**config.mk**
```make
export PLATFORM = sky130hd
export DESIGN_NAME = gate_input_debouncer
export DESIGN_NICKNAME = d
export VERILOG_FILES = /design/src/rtl/gate_input_debouncer.sv
export SDC_FILE = /design/constraint.sdc
export NUM_CORES = 1
export LEC_CHECK = 0
export ABC_CLOCK_PERIOD_IN_PS = 1450
export CAP_MARGIN = 20
export CORE_UTILIZATION = 51
export DETAILED_ROUTE_END_ITERATION = 10
export MAX_ROUTING_LAYER = met4
export PLACE_DENSITY_LB_ADDON = 0.12
export SLEW_MARGIN = 0
export SYNTH_ARGS = -nofsm -noshare
export SYNTH_HDL_FRONTEND = slang
export SYNTH_SLANG_ARGS = --single-unit
```
**constraint.sdc**
```tcl
create_clock -name clock -period 1.45 [get_ports clock]
set_input_delay 0.2175 -clock clock [delete_from_list [all_inputs] [get_ports clock]]
set_output_delay 0.2175 -clock clock [all_outputs]
set_load 0.02 [all_outputs]
```
**src/rtl/gate_input_debouncer.sv**
```systemverilog
// Two-channel pad conditioner: 2-flop sync, per-channel debounce, optional inversion, sticky warm-up valid.
// Define EDGE_PULSE_EN to add registered rise/fall pulse outputs per channel.
module gate_input_debouncer #(
    parameter int unsigned STABLE_CYCLES = 4,
    parameter int unsigned CNT_W         = 3,
    parameter logic [1:0]  INVERT_MASK   = 2'b00
) (
    input  logic       clock,
    input  logic       reset_n,
    input  logic       tick,
    input  logic [1:0] raw_in,
    output logic       input1,
    output logic       input2,
    output logic       valid
`ifdef EDGE_PULSE_EN
    ,
    output logic [1:0] rise,
    output logic [1:0] fall
`endif
);

    localparam int unsigned CNT_MAX = (1 << CNT_W) - 1;
    localparam logic [CNT_W-1:0] TERM = CNT_W'(STABLE_CYCLES - 1);

    generate
        if (STABLE_CYCLES == 0 || STABLE_CYCLES > CNT_MAX) begin : g_param_check
            $error("gate_input_debouncer: STABLE_CYCLES must be in 1..2^CNT_W-1");
        end
    endgenerate

    logic [1:0]            sync1_q, sync1_d;
    logic [1:0]            sync2_q, sync2_d;
    logic [1:0]            state_q, state_d;
    logic [1:0]            out_q, out_d;
    logic [1:0][CNT_W-1:0] cnt_q, cnt_d;
    logic [CNT_W-1:0]      warm_q, warm_d;
    logic                  valid_q, valid_d;

    always_comb begin
        sync1_d = raw_in;
        sync2_d = sync1_q;
        state_d = state_q;
        cnt_d   = cnt_q;
        warm_d  = warm_q;
        valid_d = valid_q;
        if (tick) begin
            for (int i = 0; i < 2; i++) begin
                if (sync2_q[i] == state_q[i]) begin
                    cnt_d[i] = '0;
                end else if (cnt_q[i] == TERM) begin
                    state_d[i] = ~state_q[i];
                    cnt_d[i]   = '0;
                end else begin
                    cnt_d[i] = cnt_q[i] + 1'b1;
                end
            end
            // warm-up saturates at its terminal count; valid is sticky from then on
            if (warm_q == TERM) begin
                valid_d = 1'b1;
            end else begin
                warm_d = warm_q + 1'b1;
            end
        end
        // outputs come straight from a flop so the gate network never sees a glitch
        out_d = state_d ^ INVERT_MASK;
    end

    always_ff @(posedge clock or negedge reset_n) begin
        if (!reset_n) begin
            sync1_q <= '0;
            sync2_q <= '0;
            state_q <= '0;
            cnt_q   <= '0;
            warm_q  <= '0;
            valid_q <= 1'b0;
            out_q   <= INVERT_MASK;
        end else begin
            sync1_q <= sync1_d;
            sync2_q <= sync2_d;
            state_q <= state_d;
            cnt_q   <= cnt_d;
            warm_q  <= warm_d;
            valid_q <= valid_d;
            out_q   <= out_d;
        end
    end

    assign input1 = out_q[0];
    assign input2 = out_q[1];
    assign valid  = valid_q;

`ifdef EDGE_PULSE_EN
    logic [1:0] rise_q, rise_d;
    logic [1:0] fall_q, fall_d;

    always_comb begin
        rise_d = state_d & ~state_q;
        fall_d = ~state_d & state_q;
    end

    always_ff @(posedge clock or negedge reset_n) begin
        if (!reset_n) begin
            rise_q <= '0;
            fall_q <= '0;
        end else begin
            rise_q <= rise_d;
            fall_q <= fall_d;
        end
    end

    assign rise = rise_q;
    assign fall = fall_q;
`else
    // level outputs only
`endif

endmodule

```
==> results by group, run 1 <==
Run status
  – Run status: finished, final reports clean

Setup path
  – Crit Path Class: reg2reg
  – Max FO, Critical Path: 2
  – CP required: 1620 ps
  – CP Launch Type: register
  – Worst endpoint data arrival time: 1530 ps
  – R2r startpoint: warm_q[0]$_DFFE_PN0P_
  – Worst Setup SP: warm_q[0]$_DFFE_PN0P_
  – Worst setup EP type: register
  – Reg2Reg Setup Slack: 90 ps

Clock tree
  – Cts hold-fix bufs: 0
  – Bufs on Longest Clock Path: 2
  – Clk sinks: 16
  – H-tree levels: 1
  – CTS Root Cell: clkbuf_4
  – Num CTS Buffers: 3
  – Worst-path clk slew: 90 ps
  – Later-pin clock latency in the skew report: 280 ps
  – CTS tree: done

Floorplanning
  – IO Pins: 8
  – Die H: 38.7 µm
  – Die width: 38.7 µm
  – Row count: 12
  – Starting density of the core: 58.7%
  – Core Area: 1170 µm²
  – Die area: 1500 µm²

Final layout
  – Fillers: 87
  – Post-Layout Cell Count: 81
  – Layout area overhead: 20.2%
  – # diodes: 0
  – Commonest non-fill, non-tap cells in the layout: dfrtp_1 (16), nand2b_1 (7), inv_1 (5)
  – Most common cell after layout, fill and taps aside: dfrtp_1
  – Final net count: 77
  – Layout cell share with drive strength beyond 1: 17.9%

Timing
  – Fin crit share: 93.8%
  – Fmax achieved: 735 MHz
  – Fin. Hold Viols: 0
  – Slew headroom: 80.5%
  – Tightest Pin Transition: 292 ps
  – Hold slack: 238 ps
  – Final TNS setup: 0 ps
  – Clk_skew: 0.709 ps
  – Max Slew Vio Count: 0
  – Final Critical Period: 1360 ps
  – RSZ-0062 raised after global routing: false
  – Final Setup Violations: 0

Route
  – Routed WL per cell: 11.2 µm
  – Initial detailed-routing violation count: 3
  – Routed vias/inst: 5.00
  – Total wire length: 909 µm
  – DRT antenna net count: 0
  – Vias: 405
  – DRC viols: 0
  – TritonRoute pass-1 iters: 4

Synthesis
  – Synth warnings: 0
  – Syn avg cell area: 13.0 µm²
  – Syn nets: 62
  – Post-Syn Area: 687 µm²
  – Cells after Synth: 53
  – Seq/Total Area, Yosys: 58.3%
  – Yosys cell types: 17
  – Flop and latch count out of synthesis: 16

GRT
  – Overflow after GRT: 0
  – Met2 Use GR: 26.3%
  – Initial antenna violation count: 0
  – Largest net degree at the start of global routing: 17
  – Gr busiest metal: met2
  – First-pass GRT wire length: 1610 µm
  – Met3 usage: 3.47%
  – Vias in the first global route: 396
  – GRT met1 Usage: 20.1%
  – GRT Total Usage: 16.9%

Hold path
  – Hold WC Path Type: in2async

Job
  – Max_cap viols: 0

Power and ir drop
  – Worst vdd ir: 0.000946 V
  – Pwr dens: 1900 nW/µm²
  – Static leakage: 0.386 nW

Placement
  – IO Port Bufs: 7
  – Cells after DPL: 77
  – GP Congestion: 0.681
[sequential cells by signal, summed over array words and instances, names as in the netlist]
name,cells
cnt_q,6
out_q,2
sync1_q,2
sync2_q,2
valid,1
warm_q,3
[layout make-up]
cell class                      instances  area [µm²]  area share, %
Clock buffer                            4        36.3           4.39
Inverter                                5        18.8           2.27
Timing Repair Buffer                   11        96.3           11.7
Sequential cell                        16         400           48.5
Multi-Input combinational cell         31         256           31.1
Tap cell                               14        17.5           2.12
[through the flow]
| step | instance area (µm²) | utilization, % | total power, mW | setup WS, ps |
|---|---|---|---|---|
| 2_1_floorplan | 687 | - | 1.13 | 121 |
| 3_3_place_gp | 793 | 67.7 | 1.31 | 63.9 |
| 3_5_place_dp | 793 | 67.7 | 1.33 | 32.7 |
| 4_1_cts | 826 | 70.5 | 1.59 | 80.4 |
| 5_1_grt | 826 | 70.5 | 1.71 | 0.239 |
| 6_report | 826 | 70.5 | 1.57 | 89.5 |
[Yosys cell counts (all sizes together)]
library cell	number	area share (%)
ha	4	7.3
o31ai	2	2.2
mux2i	1	1.5
mux2	3	5.5
a21o	1	1.1
xnor2	3	3.8
inv	5	2.7
o22ai	3	2.7
nor2b	2	1.8
nand3b	2	2.7
o32ai	1	1.3
nand2	2	1.1
dfrtp	16	58
buf	1	1.6
nand2b	7	6.4
[routing by layer]
layer	part of all wire, %	up-vias	routed length [µm]
met5	0	-	0
met4	0	0	0
met3	2.5	0	23
met2	48	4	435
met1	50	196	450
li1	-	205	-
[worst paths after layout]
| kind | endpoint | depth (start not counted) |
|---|---|---|
| max | warm_q[1]$_DFFE_PN0P_ | 4 |
| min | cnt_q[5]$_DFFE_PN0P_ | 2 |
| max reg2reg | warm_q[1]$_DFFE_PN0P_ | 4 |
| min reg2reg | sync2_q[0]$_DFF_PN0_ | 0 |
| max in group asynchronous | sync2_q[0]$_DFF_PN0_ | 2 |
| min in group clock | sync2_q[0]$_DFF_PN0_ | 0 |
[cell families (layout without fill, tap and decap cells)]
kind of cell / after synthesis / count (layout) / share of synthesized area (%)
multiplexers: 4 / 4 / 6.92
adder cells (fa/ha/maj): 4 / 4 / 7.29
AO/OA/AOI/OAI: 7 / 7 / 7.29
XOR/XNOR: 3 / 3 / 3.83
buffers and inverters: 6 / 20 / 4.37
AND/OR/NAND/NOR: 13 / 13 / 12.0
flip-flops: 16 / 16 / 58.3
[power breakdown]
group | internal, mW | leakage, nW | switching, mW
registers | 0.619 | 0.196 | 0.114
logic | 0.299 | 0.169 | 0.246
clock network | 0.153 | 0.0210 | 0.135
total | 1.07 | 0.386 | 0.495
[timing repair]
item | in CTS | in global routing
endpoints found under the setup margin | 3 | 0
setup buffers | 0 | 0
gates resized for setup | 3 | 0
[worst max-delay path: stages, from the launching register on]
cell      delay [ps]
dfrtp_1          400
ha_1             210
ha_1             190
nand2b_1         170
mux2_2           290
Power figures use the tool's default switching activity.
==> run 2: changes to the inputs <==
--- a/config.mk
+++ b/config.mk
@@ -5,12 +5,13 @@
 export SDC_FILE = /design/constraint.sdc
 export NUM_CORES = 1
 export LEC_CHECK = 0
-export ABC_CLOCK_PERIOD_IN_PS = 1450
 export CAP_MARGIN = 20
 export CORE_UTILIZATION = 51
+export CTS_CLUSTER_DIAMETER = 60
 export DETAILED_ROUTE_END_ITERATION = 10
 export MAX_ROUTING_LAYER = met4
 export PLACE_DENSITY_LB_ADDON = 0.12
+export REMOVE_ABC_BUFFERS = 1
 export SLEW_MARGIN = 0
 export SYNTH_ARGS = -nofsm -noshare
 export SYNTH_HDL_FRONTEND = slang
==> results by group, run 2 (synthesis results as in run 1) <==
Route
  – Vias: 410
  – DRC viols: 0
  – Total wire length: 913 µm
  – Met2 WL: 398 µm
  – Routed vias/inst: 5.13
  – M1 WL: 480 µm
  – DRT antenna net count: 0
  – Routed WL per cell: 11.4 µm
  – TritonRoute pass-1 iters: 4
  – Uppermost layer routed: met4
  – Wire length on met3: 28 µm
  – Initial detailed-routing violation count: 5

Clock tree
  – H-tree levels: 1
  – Postcts setup bufs: 0
  – CTS Root Cell: clkbuf_4
  – Post_cts resized: 3
  – CTS tree: done
  – Num CTS Buffers: 3
  – Worst-path clk slew: 90 ps
  – Later-pin clock latency in the skew report: 280 ps
  – Clk sinks: 16
  – Bufs on Longest Clock Path: 2
  – Cts hold-fix bufs: 0

Setup path
  – Worst endpoint data arrival time: 1510 ps
  – CP required: 1620 ps
  – Worst setup EP type: register
  – CP Launch Type: register
  – Max FO, Critical Path: 2
  – Crit Path Class: reg2reg

Timing
  – Clk_skew: 2.55 ps
  – Max Slew Vio Count: 0
  – Fmax achieved: 748 MHz
  – Slew headroom: 79.2%
  – Final TNS setup: 0 ps
  – Final Critical Period: 1340 ps
  – Tightest Pin Transition: 312 ps
  – RSZ-0062 raised after global routing: false
  – Final Setup Violations: 0
  – Fin crit share: 92.2%
  – Final setup margin: 114 ps
  – Fin. Hold Viols: 0

Final layout
  – Commonest non-fill, non-tap cells in the layout: dfrtp_1 (16), nand2b_1 (7), inv_1 (5)
  – Area of the multi-input gates: 256 µm²
  – # diodes: 0
  – Layout cell share with drive strength beyond 1: 16.7%
  – Most common cell after layout, fill and taps aside: dfrtp_1
  – Fillers: 94
  – Register area: 400 µm²
  – Largest Register: cnt_q
  – Max FFs per register: 6
  – Layout area overhead: 19.1%
  – Top Registers: cnt_q x6, warm_q x3
  – Finished Cell Area: 818 µm²
  – Final net count: 76

GRT
  – GRT Total Usage: 16.8%
  – Vias in the first global route: 377
  – Overflow after GRT: 0
  – Largest net degree at the start of global routing: 17
  – First-pass GRT wire length: 1580 µm
  – Initial antenna violation count: 0

Power and ir drop
  – Static leakage: 0.381 nW
  – Reg power frac: 46.6%
  – Pwr dens: 1920 nW/µm²
  – Combinational Power Share: 35.2%
  – Tot Pwr: 1.57 mW
  – Clock power frac: 18.1%
  – Net Sw Frac: 31.7%
  – P_int: 1.07 mW
  – P_sw: 0.497 mW
  – Worst vdd ir: 0.000983 V

Placement
  – IO Port Bufs: 7
  – GP Congestion: 0.631
  – Placed cell areas: 786 µm²
  – Setup WS pre-CTS: -9.48 ps
  – DP HPWL: 670 µm

Floorplanning
  – Die width: 38.7 µm
  – Core Area: 1170 µm²
  – Row count: 12
  – Die area: 1500 µm²
  – Starting density of the core: 58.7%
  – Die H: 38.7 µm
  – IO Pins: 8

Hold path
  – Hold WC Path Type: in2async

Job
  – Max_cap viols: 0

Run status
  – Run status: finished, final reports clean
run 2: cell types whose count changed in the layout (fill, tap and decap cells not counted), sizes merged:
cell,previous run,this run
buf,4,3
run 2: worst max-delay path, stage by stage (launching register included):
cell and delay [ps]:
dfrtp_1 400, ha_1 200, ha_1 190, nand2b_1 160, mux2_2 280
run 2: per-layer routing:
metal	vias to the layer above	global-route usage, %
li1	205	-
met1	196	21.2
met2	7	22.1
met3	2	5.20
met4	0	12.9
met5	-	-
run 2: per-stage QoR:
stage / utilization, % / hold WS, ps / std cells
floorplan: - / -78.1 / 52
global placement: 67.1 / 335 / 76
detailed placement: 67.1 / 339 / 76
CTS: 69.9 / 244 / 80
global route: 69.9 / 240 / 80
finish: 69.9 / 247 / 80
run 2: area by class of cell:
| class | instances | area share, % |
|---|---|---|
| clock buffer | 4 | 4.43 |
| multi-input combinational | 31 | 31.3 |
| inverter | 5 | 2.29 |
| sequential | 16 | 48.9 |
| timing repair buffer | 10 | 10.9 |
| tap | 14 | 2.14 |
run 2: power groups by stage:
stage	Sequential [mW]	Combinational [mW]	Clock, mW
after global routing	0.753	0.618	0.326
after detailed placement	0.742	0.583	0
after global placement	0.738	0.575	0
after floorplan	0.771	0.356	0
after CTS	0.733	0.559	0.301
final	0.731	0.552	0.284
run 2: worst paths after layout:
path / from / end / slack, ps / cells past startpoint
setup / recovery: warm_q[0]$_DFFE_PN0P_ / warm_q[1]$_DFFE_PN0P_ / 110 / 4
hold / removal: reset_n / out_q[0]$_DFFE_PN0P_ / 250 / 2
setup reg to reg: warm_q[0]$_DFFE_PN0P_ / warm_q[1]$_DFFE_PN0P_ / 110 / 4
hold reg to reg: sync1_q[1]$_DFF_PN0_ / sync2_q[1]$_DFF_PN0_ / 360 / 0
max in group asynchronous: reset_n / cnt_q[5]$_DFFE_PN0P_ / 1030 / 2
min in group clock: sync1_q[1]$_DFF_PN0_ / sync2_q[1]$_DFF_PN0_ / 360 / 0
